<file path="src/rtl/seq_alu.sv">
`default_nettype none
// ==========================================================================
// seq_alu : multi-cycle sign-magnitude ALU (add, sub, shift-add mul, restoring div)
// Revision: 1.0
// ==========================================================================
module seq_alu #(
   parameter int N = 3
) (
   input  logic           clk,
   input  logic           rst,
   input  logic           start,
   input  logic [N-1:0]   A,
   input  logic [N-1:0]   B,
   input  logic [1:0]     S,
   output logic           busy,
   output logic           done,
   output logic [2*N-2:0] R,
   output logic           SF,
   output logic           ZF,
   output logic           DZF
);

   localparam int M  = N - 1;
   localparam int W  = 2 * M;
   localparam int CW = (N > 2) ? $clog2(N) : 1;

   localparam logic [1:0] OP_ADD = 2'd0;
   localparam logic [1:0] OP_SUB = 2'd1;
   localparam logic [1:0] OP_MUL = 2'd2;
   localparam logic [1:0] OP_DIV = 2'd3;

   typedef enum logic [1:0] {
      IDLE = 2'd0,
      RUN  = 2'd1,
      FIN  = 2'd2
   } state_t;

   state_t          r_state;
   state_t          w_state_next;

   logic            r_a_sgn;
   logic            r_b_sgn;
   logic [1:0]      r_op;
   logic [W-1:0]    r_a;
   logic [M-1:0]    r_b;
   logic [W-1:0]    r_acc;
   logic [M:0]      r_rem;
   logic [M-1:0]    r_quo;
   logic [CW-1:0]   r_cnt;

   logic            w_last;
   logic            w_b_zero;
   logic            w_b_sgn_eff;
   logic [M:0]      w_am;
   logic [M:0]      w_bm;
   logic [M:0]      w_add_mag;
   logic            w_add_sgn;
   logic [W-1:0]    w_acc_next;
   logic [M:0]      w_trial;
   logic            w_ge;
   logic [M:0]      w_rem_next;
   logic [M-1:0]    w_quo_next;
   logic [W-1:0]    w_res_mag;
   logic            w_res_sgn;
   logic            w_res_zero;
   logic            w_dz;

   always_comb begin
      w_state_next = r_state;
      busy         = (r_state != IDLE);
      done         = (r_state == FIN);
      case (r_state)
         IDLE:    if (start) w_state_next = RUN;
         RUN:     if (w_last) w_state_next = FIN;
         FIN:     w_state_next = IDLE;
         default: w_state_next = IDLE;
      endcase
   end

   always_ff @(posedge clk or posedge rst) begin
      if (rst) r_state <= IDLE;
      else     r_state <= w_state_next;
   end

   assign w_b_zero = (r_b == '0);
   assign w_dz     = (r_op == OP_DIV) && w_b_zero;
   assign w_last   = (r_op == OP_ADD) || (r_op == OP_SUB) || w_dz ||
                     (r_cnt == CW'(M - 1));

   // Subtraction is addition with B's sign flipped; a zero result gets its sign cleared later
   always_comb begin
      w_b_sgn_eff = r_b_sgn ^ (r_op == OP_SUB);
      w_am        = {1'b0, r_a[M-1:0]};
      w_bm        = {1'b0, r_b};
      w_add_mag   = w_am + w_bm;
      w_add_sgn   = r_a_sgn;
      if (r_a_sgn != w_b_sgn_eff) begin
         if (w_am >= w_bm) begin
            w_add_mag = w_am - w_bm;
            w_add_sgn = r_a_sgn;
         end else begin
            w_add_mag = w_bm - w_am;
            w_add_sgn = w_b_sgn_eff;
         end
      end
   end

   assign w_acc_next = r_acc + (r_b[0] ? r_a : '0);

   // Restoring step: dividend bits enter MSB-first from r_a[M-1] as r_a shifts left
   assign w_trial    = (r_rem << 1) | (M + 1)'(r_a[M-1]);
   assign w_ge       = (w_trial >= w_bm);
   assign w_rem_next = w_ge ? (w_trial - w_bm) : w_trial;
   assign w_quo_next = (r_quo << 1) | M'(w_ge);

   always_comb begin
      w_res_mag = W'(w_add_mag);
      w_res_sgn = w_add_sgn;
      case (r_op)
         OP_MUL: begin
            w_res_mag = w_acc_next;
            w_res_sgn = r_a_sgn ^ r_b_sgn;
         end
         OP_DIV: begin
            w_res_mag = w_b_zero ? '0 : W'(w_quo_next);
            w_res_sgn = r_a_sgn ^ r_b_sgn;
         end
         default: ;
      endcase
      w_res_zero = (w_res_mag == '0);
   end

   always_ff @(posedge clk or posedge rst) begin
      if (rst) begin
         r_a_sgn <= 1'b0;
         r_b_sgn <= 1'b0;
         r_op    <= OP_ADD;
         r_a     <= '0;
         r_b     <= '0;
         r_acc   <= '0;
         r_rem   <= '0;
         r_quo   <= '0;
         r_cnt   <= '0;
         R       <= '0;
         SF      <= 1'b0;
         ZF      <= 1'b0;
         DZF     <= 1'b0;
      end else begin
         case (r_state)
            IDLE: begin
               if (start) begin
                  r_a_sgn <= A[N-1];
                  r_b_sgn <= B[N-1];
                  r_op    <= S;
                  r_a     <= W'(A[M-1:0]);
                  r_b     <= B[M-1:0];
                  r_acc   <= '0;
                  r_rem   <= '0;
                  r_quo   <= '0;
                  r_cnt   <= '0;
               end
            end
            RUN: begin
               r_cnt <= r_cnt + CW'(1);
               r_a   <= r_a << 1;
               if (r_op == OP_MUL) r_b <= r_b >> 1;
               r_acc <= w_acc_next;
               r_rem <= w_rem_next;
               r_quo <= w_quo_next;
               if (w_last) begin
                  R   <= {w_res_sgn & ~w_res_zero, w_res_mag};
                  SF  <= w_res_sgn & ~w_res_zero;
                  ZF  <= w_res_zero;
                  DZF <= w_dz;
               end
            end
            default: ;
         endcase
      end
   end

endmodule
`default_nettype wire
</file>
<file path="config.mk">
export PLATFORM = sky130hd
export DESIGN_NAME = seq_alu
export DESIGN_NICKNAME = d
export VERILOG_FILES = /design/src/rtl/seq_alu.sv
export SDC_FILE = /design/constraint.sdc
export NUM_CORES = 1
export LEC_CHECK = 0
export ABC_AREA = 1
export BUFFER_PORTS_ARGS = -buffer_cell sky130_fd_sc_hd__buf_2
export CAP_MARGIN = 25
export CORE_MARGIN = 3
export CORE_UTILIZATION = 55
export DETAILED_ROUTE_END_ITERATION = 8
export MAX_ROUTING_LAYER = met4
export PLACE_DENSITY = 0.73
export SLEW_MARGIN = 20
export SYNTH_ARGS = -nofsm -noshare
export SYNTH_HDL_FRONTEND = slang
export SYNTH_SLANG_ARGS = --single-unit
export TNS_END_PERCENT = 10
</file>
<file path="constraint.sdc">
create_clock -name clk -period 3.2 [get_ports clk]
set_clock_uncertainty 0.1 [all_clocks]
set_input_delay 0.64 -clock clk [delete_from_list [all_inputs] [get_ports clk]]
set_output_delay 0.64 -clock clk [all_outputs]
set_load 0.03 [all_outputs]
</file>
==> impl_metrics.csv, run 1 <==
group,metric,value,unit
floorplanning,ios,21,
floorplanning,fp.dieH,61.3,um
placed_design,dp_cells,242,
floorplanning,core,2830,um2
cts,numCtsBuffers,3,
setup_path,path_class,"flop to flop",
global_route,grt_overflow,0,
global_route,grt_use_met1,27.1,%
cts,cts_max_level,1,
setup_path,reg2reg_depth,9,
detailed_routing,drc,0,
run,cap_violations,0,
synthesis,synthesis.area,1680,um2
sta,finalMaxSlewViolations,0,
placed_design,pre_cts_slack,0.957,ns
min_path,hp-class,"primary input to async pin",
detailed_routing,viasPerCell,5.49,
setup_path,arrival,2.38,ns
final_layout,nNetsFinal,242,
final_layout,final_area,1830,um2
final_layout,fin_cells,245,
global_route,top_usage_layer,"met2",
synthesis,ys_seq_elements,28,
synthesis,synth_nets,219,
final_layout,layout_commonest_cell,"nand2_1",
sta,finalSetupTns,0,ns
global_route,grt_use_met2,33.5,%
cts,root_buffer,"clkbuf_4",
synthesis,syn_avg_cell_area,8.71,um2
detailed_routing,antenna_left,0,
sta,worst_slew_pin_slew,0.780,ns
global_route,grt_antenna_before_repair,0,
setup_path,startpoint_type,"flop",
sta,rsz0062_at_grt,"no",
sta,fmax,445,MHz
cts,hold_buffers,0,
pwr,power_density,1150,nW/um2
cts,cts_setup_buffers,0,
floorplanning,die_area,3760,um2
pwr,power.leakage,0.971,nW
global_route,use_met3,2.10,%
pwr,ir_drop,0.000599,V
detailed_routing,wirelength,3.29,mm
cts,insertion_delay,0.32,ns
cts,cts_resized,0,
placed_design,dp_hpwl,2.61,mm
sta,hold_violations,0,
synthesis,yosys_warnings,0,
placed_design,placed_area,1810,um2
final_layout,drive_above_1_share,19.6,%
setup_path,ff2ff_setup_slack,0.95,ns
synthesis,async_flop_share,100,%
global_route,grt_pass1_vias,1288,
cts,clock_path_buffers,2,
detailed_routing,vias,1344,
global_route,grt_pass1_wl,5.65,mm
cts,cts.sinks,28,
pwr,total_power,0.00211,W
detailed_routing,drt_pass1_iterations,4,
setup_path,cp_max_fo,8,
synthesis,ys_seq_area_share,41.7,%
synthesis,synth_edf_count,0,
global_route,grt_usage,20.6,%
floorplanning,start_util,59.4,%
final_layout,regArea,701,um2
sta,min_period,2.25,ns
floorplanning,dieWidth,61.3,um
cts,cts_tree,"built",
final_layout,diodes,0,
final_layout,fillCellCount,249,
sta,fin_ws,0.952,ns
sta,fin_crit_sh,70.2,%
final_layout,final_cell_mix,"nand2_1, dfrtp_1, inv_1",
run_status,status,"complete, no violations",
detailed_routing,detail_route.wl_per_cell,13.4,um
placed_design,gp_congestion,0.847,
setup_path,crit_path_end,"R[4]",
sta,timing.slew.headroom,48.0,%
setup_path,reg2reg_to,"R[4]",
synthesis,yosys.cell_types.count,34,
setup_path,crit_path_end_kind,"flop",
cts,clk_pin_slew,0.14,ns
setup_path,worstPathRequired,3.34,ns
placed_design,port_buffers,20,
detailed_routing,dr.first_iter.drc_count,77,
final_layout,area_growth_syn_to_layout,9.00,%
final_layout,multi_input_area,860,um2
setup_path,crit_start,"r_b[0]",
global_route,grt_max_degree,22,
synthesis,netlist_instances,193,
synthesis,synthFlopType,"dfrtp_1",
sta,setup_viol,0,
floorplanning,row_count,19,
setup_path,r2r_start,"r_b[0]",
-- area by class of cell --
type | count | share of cell area, %
repair buffers | 21 | 5.87
inverters | 27 | 5.67
clock buffers | 3 | 1.23
flip-flops and latches | 28 | 38.2
multi-input cells | 135 | 46.9
well taps | 31 | 2.12
-- synth_stat cells (3+ instances only) --
cell,count,area [um2]
inv_1,25,93.8
nand2_2,5,31.3
o21ai_0,13,65.1
nand2_1,48,180
nand3_1,9,45.0
ha_1,11,138
fa_1,4,80.1
dfrtp_1,28,701
nor2_1,8,30.0
a22o_1,3,26.3
xor2_1,3,26.3
a21oi_1,3,15.0
o21ai_1,4,20.0
-- routing by layer --
metal  vias to the layer above  part of all wire (%)
li1                        676                     -
met1                       640                    46
met2                        24                    50
met3                         4                   3.5
met4                         0                   1.1
met5                         -                     0
-- critical path, cell delays in order, from the launching register on --
cell and delay, ns:
dfrtp_1 0.49, ha_1 0.25, ha_1 0.22, fa_1 0.46
a22oi_1 0.29, nand2_2 0.09, nor2_2 0.09, nand2_2 0.06
nand3_1 0.06, nand2_1 0.05
-- cell families after synthesis --
logic type | after synthesis | synth area share (%)
compound gates | 33 | 12.0
flops | 28 | 41.7
buf+inv | 30 | 7.22
simple gates | 84 | 24.6
xor+xnor | 3 | 1.56
fa+ha+maj | 15 | 12.9
-- report_power, final --
group | internal [W] | leakage [nW] | switching [W] | total, W
clock network | 0.0000442 | 0.0138 | 0.0000983 | 0.000142
logic | 0.000453 | 0.599 | 0.000868 | 0.00132
registers | 0.000507 | 0.358 | 0.000139 | 0.000645
total | 0.00100 | 0.971 | 0.00111 | 0.00211
-- registers in the layout (all words and copies together) (netlist names) --
name     cells
R            5
r_a          4
r_acc        4
r_b          2
r_cnt        2
r_op         2
r_rem        2
r_state      2
DZF          1
ZF           1
r_a_sgn      1
r_b_sgn      1
r_quo        1
-- stage by stage --
step	util, %	hold WS (ns)
global route	64.8	0.388
floorplan	-	0.352
CTS	64.8	0.368
detailed placement	64.0	0.362
global placement	64.0	0.353
finish	64.8	0.328
-- worst min path at each step --
stage	slack, ns	depth (start not counted)	end
final	0.33	2	R[0]
after global routing	0.39	2	R[0]
after CTS	0.37	2	R[0]
after detailed placement	0.36	2	DZF
after global placement	0.35	2	DZF
after floorplan	0.35	2	r_rem[1]
(Power assumes the default switching activity.)
==> run 2, diff against run 1 <==
--- a/config.mk
+++ b/config.mk
@@ -5,7 +5,7 @@
 export SDC_FILE = /design/constraint.sdc
 export NUM_CORES = 1
 export LEC_CHECK = 0
-export ABC_AREA = 1
+export ABC_AREA = 0
 export BUFFER_PORTS_ARGS = -buffer_cell sky130_fd_sc_hd__buf_2
 export CAP_MARGIN = 25
 export CORE_MARGIN = 3
==> constraint.sdc (replaced) <==
create_clock -name clk -period 2.1 [get_ports clk]
set_clock_uncertainty 0.1 [all_clocks]
set_input_delay 0.42 -clock clk [delete_from_list [all_inputs] [get_ports clk]]
set_output_delay 0.42 -clock clk [all_outputs]
set_load 0.03 [all_outputs]
==> run 2 against run 1 <==
  * The run now ends with setup timing left
  * Critical endpoint is now ZF
  * Hold slack got worse by 0.31 ns
  * Routed wire length rose by 21%
  * Register-to-register slack got worse by 1.0 ns
  * Maximum frequency rose by 3.8%
  * Critical path depth fell by 2
  * Clock-buffer cell count rose by 1
  * Clock power rose by 66%
  * Global-route usage rose by 2.0 points
  * Largest cell class unchanged
  * Synthesized cell count fell by 6.2%
  * Die area rose by 1.5%
==> impl_metrics.csv, run 2 <==
group,metric,value,unit
setup_path,crit_start,"r_a[0]",
detailed_routing,antenna_left,0,
detailed_routing,detail_route.wl_per_cell,16.2,um
sta,timing.slew.headroom,64.8,%
sta,setup_viol,1,
setup_path,startpoint_type,"flop",
floorplanning,dieWidth,61.8,um
setup_path,slowest_delay,0.53,ns
setup_path,crit_path_end_kind,"flop",
synthesis,yosysTopAreaCell,"dfrtp_1",
final_layout,largest_register,"R",
run_status,status,"complete, but fails checks",
setup_path,path_class,"flop to flop",
floorplanning,core,2850,um2
final_layout,drive_above_1_share,34.0,%
placed_design,gp_congestion,0.835,
detailed_routing,vias,1431,
synthesis,synthesis.area,1710,um2
sta,fin_crit_sh,103,%
floorplanning,fp.dieH,61.8,um
final_layout,regArea,702,um2
pwr,intPower,0.00197,W
final_layout,reg.largest.list,"R x5, r_a x4, r_acc x4",
synthesis,synth.area.mux_share,0.585,%
synthesis,synth-xor-area-share,3.95,%
placed_design,pre_cts_slack,-0.134,ns
global_route,grt_max_degree,29,
synthesis,synthTopCellsByCount,"nand2_1, dfrtp_1, o21ai_0, inv_1, ha_1",
placed_design,port_buffers,20,
sta,finalMaxSlewViolations,0,
synthesis,synthFlopType,"dfrtp_1",
run,cap_violations,0,
floorplanning,row_count,19,
cts,cts_max_level,1,
synthesis,yosys_warnings,0,
final_layout,layout_commonest_cell,"nand2_1",
sta,min_period,2.16,ns
pwr,switching_share,47.8,%
setup_path,cp_max_fo,3,
synthesis,ys_seq_area_share,41.0,%
floorplanning,start_util,60.0,%
cts,insertion_delay,0.34,ns
global_route,grt_antenna_before_repair,0,
sta,fin_ws,-0.0643,ns
synthesis,ys_seq_elements,28,
final_layout,final_cell_mix,"nand2_1, dfrtp_1, buf_2",
setup_path,critPathMostFrequentCell,"ha_4",
cts,cts.sinks,28,
detailed_routing,viasPerCell,5.82,
run_status,violations,"setup timing",
synthesis,synth_top_area_share,41.0,%
pwr,power.leakage,1.00,nW
pwr,p_sw,0.00180,W
final_layout,largest_reg_flops,5,
floorplanning,die_area,3810,um2
sta,worst_slew_pin_slew,0.527,ns
setup_path,arrival,2.31,ns
final_layout,multi_input_area,1040,um2
synthesis,synth_nets,207,
setup_path,path_cells,"buf_6 > ha_4 > ha_4 > fa_2 > o21ai_1 > a22o_1 > a41o_1",
cts,root_buffer,"clkbuf_4",
synthesis,netlist_instances,181,
detailed_routing,dr.first_iter.drc_count,77,
cts,clk_pin_slew,0.15,ns
final_layout,fillCellCount,219,
floorplanning,ios,21,
min_path,hp-class,"primary input to async pin",
synthesis,synth_edf_count,0,
synthesis,synthAdderAreaFrac,12.7,%
setup_path,critPathSlowestCell,"fa_2",
final_layout,diodes,0,
setup_path,reg2reg_depth,7,
cts,clock_path_buffers,2,
synthesis,yosysMostFrequentCell,"nand2_1",
sta,hold_violations,0,
global_route,grt_pass1_vias,1329,
pwr,total_power,0.00377,W
synthesis,synth_simple_gate_area_share,20.2,%
synthesis,syn_avg_cell_area,9.45,um2
setup_path,worstPathRequired,2.25,ns
synthesis,async_flop_share,100,%
synthesis,synth_compound_area_share,15.7,%
global_route,grt_overflow,0,
cts,numCtsBuffers,3,
sta,fmax,462,MHz
detailed_routing,drc,0,
placed_design,dp_hpwl,2.72,mm
final_layout,area_growth_syn_to_layout,23.4,%
global_route,grt_usage,22.6,%
final_layout,nNetsFinal,242,
synthesis,synth_top_family_by_area,"simple AND/OR/NAND/NOR gates",
pwr,power.share.clock,6.3,%
final_layout,utilization,74.0,%
pwr,p_seq_share,26.6,%
global_route,grt_pass1_wl,6.06,mm
detailed_routing,wirelength,3.99,mm
sta,rsz0062_at_grt,"yes",
synthesis,yosys.cell_types.count,45,
pwr,ir_drop,0.00112,V
setup_path,r2r_start,"r_a[0]",
synthesis,netlist_top_cells_area,"dfrtp_1, ha_1, nand2_1, fa_1, o21ai_0",
pwr,power_density,1790,nW/um2
pwr,comb_power_share,67.2,%
cts,cts_tree,"built",
detailed_routing,drt_pass1_iterations,4,
==> run 2: cell count changes in the layout (fill, tap and decap cells not counted), sizes merged, moves of 3 or more <==
cell | previous run | this run
xnor2 | 0 | 4
nand2b | 0 | 4
buf | 21 | 40
nand3 | 12 | 9
a21oi | 3 | 8
and2 | 0 | 3
nor3b | 0 | 3
nand2 | 54 | 29
inv | 27 | 12
nor2 | 12 | 9
==> run 2: kinds of logic after synthesis <==
kind of cell    Yosys count
compound gates           42
xor+xnor                  6
fa+ha+maj                15
buf+inv                  22
flops                    28
mux                       1
simple gates             67
==> run 2: per-stage QoR <==
step | setup TNS (ns) | cell area [um2] | cells | hold WS (ns)
6_report | -0.0643 | 2110 | 246 | 0.0225
5_1_grt | -0.340 | 2110 | 246 | 0.0256
4_1_cts | -0.328 | 2020 | 245 | 0.0267
3_5_place_dp | -0.247 | 1920 | 239 | 0.366
3_3_place_gp | -0.0829 | 1920 | 239 | 0.356
2_1_floorplan | -0.0158 | 1710 | 181 | 0.362
==> run 2: final timing paths <==
check,end,slack (ns)
hold / removal,r_a[2],0.02
setup / recovery,ZF,-0.06
hold reg to reg,R[0],0.39
max in group asynchronous,r_b[0],1.59
min in group clk,r_b_sgn,0.16
setup reg to reg,ZF,-0.06
==> run 2: cell type report <==
class,instances,share of cell area (%)
multi-input combinational,131,49.3
sequential,28,33.3
timing repair buffer,40,12.2
inverter,12,2.13
tap,31,1.84
clock buffer,4,1.24
==> run 2: power by group through the flow <==
stage               Sequential, W  Clock (W)  Combinational [W]
global route              0.00103   0.000264            0.00277
global placement         0.000984          0            0.00203
CTS                       0.00100   0.000244            0.00223
finish                    0.00100   0.000236            0.00253
floorplan                 0.00108          0            0.00141
detailed placement        0.00100          0            0.00211
==> run 2: layer usage <==
layer	part of all wire [%]	global-route usage, %	wire (um)	vias to the layer above
met1	42	27.0	1670	682
met3	5.7	3.10	229	6
met4	2.0	8.48	78	0
met5	0	-	0	-
met2	50	38.7	2010	53
li1	-	-	-	690
==> run 2: timing repair <==
| item | 4_1_cts | 5_1_grt |
|---|---|---|
| endpoints found under the hold margin | 0 | 0 |
| gates resized for setup | 11 | 19 |
| pin swaps | 6 | 10 |
| endpoints found under the setup margin | 4 | 7 |
| hold buffers | 0 | 0 |
| buffers inserted | 2 | 1 |
==> run 2: worst max-delay path: cells and delay by family (launching register included) <==
family                   cells  cell delay (ns)
flip-flops                   1             0.42
buffers and inverters        1             0.13
AO/OA/AOI/OAI                3             0.58
adder cells (fa/ha/maj)      3             0.85
